File: config.mk
export PLATFORM = sky130hd
export DESIGN_NAME = uart_status_reporter
export DESIGN_NICKNAME = d
export VERILOG_FILES = /design/src/rtl/uart_status_reporter.sv
export SDC_FILE = /design/constraint.sdc
export NUM_CORES = 1
export LEC_CHECK = 0
export ABC_AREA = 1
export CELL_PAD_IN_SITES_DETAIL_PLACEMENT = 1
export CELL_PAD_IN_SITES_GLOBAL_PLACEMENT = 2
export CORE_MARGIN = 2
export CORE_UTILIZATION = 30
export CTS_CLUSTER_SIZE = 8
export DETAILED_ROUTE_END_ITERATION = 16
export GPL_ROUTABILITY_DRIVEN = 0
export PLACE_DENSITY = 0.83
export SYNTH_ARGS = -nofsm -noshare
export SYNTH_HDL_FRONTEND = slang
export SYNTH_SLANG_ARGS = --single-unit
File: constraint.sdc
create_clock -name clk1 -period 1.6 [get_ports clk1]
set_input_delay 0.32 -clock clk1 [delete_from_list [all_inputs] [get_ports clk1]]
set_output_delay 0.32 -clock clk1 [all_outputs]
set_load 0.01 [all_outputs]
File: src/rtl/uart_status_reporter.sv
// Telemetry side of the UART command link: snapshots the PWM step divider, converts it to
// decimal and streams the frame "D=ddddd\r\n" into uart_tx over its en/busy handshake.
//
// state   | meaning
// IDLE    | waiting for a request, a pending request or a divider change
// CONVERT | 16 double-dabble iterations on the snapshot
// SEND    | register frame[idx] and strobe tx_en
// GAP     | one cycle while uart_tx raises busy
// WAIT    | hold until uart_tx is free, then next byte or finish
// DONE    | frame_done pulse
module uart_status_reporter #(
  parameter bit          AUTO_REPORT = 1'b1,
  parameter logic [7:0]  TAG_CHAR    = 8'h44
) (
  input  logic        clk1,
  input  logic        rst,
  input  logic [15:0] value_in,
  input  logic        report_req,
  input  logic        tx_busy,
  output logic [7:0]  tx_data,
  output logic        tx_en,
  output logic        busy,
  output logic        frame_done
);

  typedef enum logic [2:0] {IDLE, CONVERT, SEND, GAP, WAIT, DONE} state_t;

  state_t      state, state_nx;
  logic [15:0] snap;
  logic [15:0] last_reported;
  logic [19:0] bcd;
  logic [19:0] bcd_adj;
  logic [3:0]  bit_cnt;
  logic [3:0]  idx;
  logic        pending;
  logic        trigger;
  logic [7:0]  frame_byte;

  assign trigger = report_req | pending | (AUTO_REPORT & (value_in != last_reported));

  always_ff @(posedge clk1) begin
    if (rst) state <= IDLE;
    else     state <= state_nx;
  end

  always_comb begin
    state_nx   = state;
    busy       = (state != IDLE);
    frame_done = (state == DONE);
    case (state)
      IDLE:    if (trigger) state_nx = CONVERT;
      CONVERT: if (bit_cnt == 4'd0) state_nx = SEND;
      SEND:    state_nx = GAP;
      GAP:     state_nx = WAIT;
      WAIT:    if (!tx_busy) state_nx = (idx == 4'd8) ? DONE : SEND;
      DONE:    state_nx = IDLE;
      default: state_nx = IDLE;
    endcase
  end

  // add-3 correction applied before each shift
  always_comb begin
    bcd_adj = bcd;
    for (int i = 0; i < 5; i++) begin
      if (bcd[4*i +: 4] >= 4'd5) bcd_adj[4*i +: 4] = bcd[4*i +: 4] + 4'd3;
    end
  end

  always_comb begin
    case (idx)
      4'd0:    frame_byte = TAG_CHAR;
      4'd1:    frame_byte = 8'h3D;
      4'd2:    frame_byte = 8'h30 + {4'h0, bcd[19:16]};
      4'd3:    frame_byte = 8'h30 + {4'h0, bcd[15:12]};
      4'd4:    frame_byte = 8'h30 + {4'h0, bcd[11:8]};
      4'd5:    frame_byte = 8'h30 + {4'h0, bcd[7:4]};
      4'd6:    frame_byte = 8'h30 + {4'h0, bcd[3:0]};
      4'd7:    frame_byte = 8'h0D;
      default: frame_byte = 8'h0A;
    endcase
  end

  always_ff @(posedge clk1) begin
    if (rst) begin
      snap          <= 16'h0000;
      last_reported <= 16'h0000;
      bcd           <= 20'h00000;
      bit_cnt       <= 4'd0;
      idx           <= 4'd0;
      pending       <= 1'b0;
      tx_data       <= 8'h00;
      tx_en         <= 1'b0;
    end else begin
      tx_en <= 1'b0;
      if (state != IDLE && report_req) pending <= 1'b1;
      case (state)
        IDLE: begin
          if (trigger) begin
            snap          <= value_in;
            last_reported <= value_in;
            pending       <= 1'b0;
            bcd           <= 20'h00000;
            bit_cnt       <= 4'd15;
          end
        end
        CONVERT: begin
          bcd     <= {bcd_adj[18:0], snap[15]};
          snap    <= {snap[14:0], 1'b0};
          bit_cnt <= bit_cnt - 4'd1;
          if (bit_cnt == 4'd0) idx <= 4'd0;
        end
        SEND: begin
          tx_data <= frame_byte;
          tx_en   <= 1'b1;
        end
        WAIT: begin
          if (!tx_busy && idx != 4'd8) idx <= idx + 4'd1;
        end
        default: ;
      endcase
    end
  end

endmodule

==> run summary, run 1 <==
fraction of the cycle the final worst path needs: 100%
# IOs: 31
Port Buffers: 29
Seq cells post-synth: 71
Sw Share: 41.9%
critical path peak fanout: 8
Psw: 4200 uW
setup ws final: 0.130 ps
DRC viols: 0
via count: 3924
Layout area overhead: 38.6%
most frequent cells in the layout: nor2_1, nand2_1, inv_1, dfxtp_1, buf_4
internal power: 5820 uW
WP data arrival: 1870 ps
Multi-input gate area: 2420 um^2
asr flop ratio synth: 0%
post-layout util: 43.0%
worst vdd ir: 0.000809 V
Worst path slowest cell: dfxtp_2
crit-path max cell delay: 320 ps
Worst EP required: 1870 ps
clock power share: 20.6%
Non-Filler Instances: 824
Main synth FF type: dfxtp_1
sequential share of the synthesized area: 35.9%
DRT iter0 DRCs: 110
GRT Total Usage: 17.0%
Initial Util: 31.0%
Mean Syn Cell Area: 6.81 um^2
pin count of the biggest net entering global routing: 49
Seq pwr share: 26.5%
Antenna Nets Post-Route: 0
layout net count: 682
Core Rows: 41
final-report hold violation count: 0
worst min path class: in2reg
H-tree level count: 3
status: complete, no violations
synthesized area: 3960 um^2
vias in the first global route: 4180
Syn Inst Count: 581
Min Clock Period, post-route: 1600 ps
die width: 119 um
reg2reg path depth: 11
dpl cells: 798
worst slack, placed: -570 ps
WL final: 12100 um
CTS Buffer Depth: 2
Worst-Skew Late Latency: 340 ps
worst clock skew: 7.84 ps
Die Span Y: 119 um
critical-path cell list: nor2_1 -> nor2_2 -> nor2_4 -> nand2_2 -> nor2_4 -> nand3_4 -> nand2_8 -> buf_12 -> buf_16 -> o21ai_2 -> nor2_1
max frequency: 0.625 GHz
Core Region: 12800 um^2
Final HPWL DP: 7960 um
Pwr Total: 10000 uW
max-slew violation count: 0
mean routed wirelength per cell: 14.7 um
Avg Vias per Cell: 4.76
Pwr per Cell Area: 1830 nW/um^2
Leakage: 0.00228 uW
clock transition at the registers of the reported paths: 60 ps
first-pass GRT wire length: 19700 um
die area: 14100 um^2
Distinct cells, synth: 31
Fill cells: 1580
Max Cap Violations: 0
Ys Warns: 0
ANT cells: 0
sequential cell area: 1440 um^2
startpoint types: flip-flop
CTS Buf Count: 9
RSZ-0062 raised after global routing: true
Comb power frac: 52.9%
CTS Sinks: 71
Post-synth EDFFs: 0
initial antenna violation count: 0
CP Class: reg2reg
CP Capture Type: flip-flop
Root Driver: clkbuf_16
gr ovfl total: 0
WHS Path Cells: 4
CTS tree: yes
share of post-route cells with drive strength above 1: 27.6%
post-synth net total: 616
Detailed Routing Iterations Pass 1: 4
commonest non-fill, non-tap cell in the layout: nor2_1
Final Setup Violations: 0
-- worst max-delay path: cells and delay by family (launching register included) --
kind	cells	cell delay, ps
AO/OA/AOI/OAI	1	70
buffers and inverters	2	250
flip-flops	1	320
AND/OR/NAND/NOR	8	880
-- power by group through the flow --
| stage | sequential (uW) | combinational (uW) | clock (uW) |
|---|---|---|---|
| finish | 2660 | 5300 | 2060 |
| floorplan | 2600 | 2720 | 0 |
| global placement | 2610 | 3800 | 0 |
| detailed placement | 2640 | 3910 | 0 |
| global route | 2730 | 5840 | 2180 |
| CTS | 2640 | 4670 | 2100 |
-- final cells by class --
cell class,count,share of cell area (%)
clock inverters,5,1.05
clock buffers,11,4.42
well taps,172,3.92
inverters,85,5.86
flip-flops and latches,71,26.2
repair buffers,79,14.4
multi-input cells,401,44.1
-- flip-flops by register name (all words and copies together), names as in the netlist --
signal,flops
last_reported,16
pending,1
bit_cnt,4
snap,16
state,3
tx_data,6
bcd,20
tx_en,1
idx,4
-- worst paths after layout --
kind	startpoint	endpoint	slack, ps
setup / recovery	last_reported[6]	last_reported[5]	0.1
hold / removal	value_in[11]	snap[11]	380
setup reg to reg	last_reported[6]	last_reported[5]	0.1
hold reg to reg	bit_cnt[1]	bit_cnt[1]	460
-- what timing repair did --
action                                  4_1_cts  5_1_grt
endpoints found under the setup margin       65       67
gates resized for setup                      45      102
endpoints found under the hold margin         0        0
gates cloned                                  4        1
buffers inserted                              5        2
hold buffers                                  0        0
pin swaps                                    17       44
-- Yosys cell counts, types with 2 or more instances --
| cell type | number | area (um^2) |
|---|---|---|
| nand3_1 | 47 | 235 |
| buf_1 | 2 | 7.51 |
| xnor2_1 | 8 | 70.1 |
| o21ai_1 | 2 | 10.0 |
| o21ai_0 | 43 | 215 |
| nand3_2 | 12 | 120 |
| a211oi_1 | 2 | 15.0 |
| nand2_1 | 87 | 327 |
| a21oi_1 | 46 | 230 |
| inv_2 | 4 | 15.0 |
| xor2_1 | 6 | 52.6 |
| nor2_1 | 96 | 360 |
| nor3_1 | 4 | 20.0 |
| a21oi_2 | 10 | 87.6 |
| buf_2 | 9 | 45.0 |
| clkbuf_1 | 9 | 33.8 |
| buf_6 | 2 | 22.5 |
| inv_1 | 81 | 304 |
| o22ai_1 | 5 | 31.3 |
| nand4_1 | 6 | 37.5 |
| buf_4 | 2 | 15.0 |
| ha_1 | 15 | 188 |
| nor2_2 | 4 | 25.0 |
| o31ai_1 | 2 | 15.0 |
| dfxtp_1 | 71 | 1420 |
-- through the flow --
stage | hold WS, ps | area (um^2) | setup TNS (ps)
2_1_floorplan | 440 | 3960 | 0
3_3_place_gp | 453 | 4660 | -26770
3_5_place_dp | 456 | 4660 | -29750
4_1_cts | 450 | 5140 | -1580
5_1_grt | 405 | 5490 | -2650
6_report | 382 | 5490 | 0
-- logic make-up (layout without fill, tap and decap cells) --
logic type	Yosys count	after routing	share of synthesized area, %
xor+xnor	14	14	3.10
simple gates	258	259	28.9
flops	71	71	35.9
buf+inv	110	180	11.7
other cells	1	1	0.0947
fa+ha+maj	15	15	4.74
compound gates	112	112	15.6
-- layer usage --
| metal | track usage (%) | wire [um] |
|---|---|---|
| met5 | 0 | 0 |
| met4 | 4.46 | 125 |
| met3 | 3.83 | 368 |
| met2 | 30.3 | 6140 |
| met1 | 20.7 | 5460 |
Note: power is estimated with default switching activity, not from simulation.
==> run 2: changes to the inputs <==
Settings changed: TNS_END_PERCENT set to 100.
==> results of run 2 <==
Same layout as run 1: the final DEF is identical, and so are final timing and power.
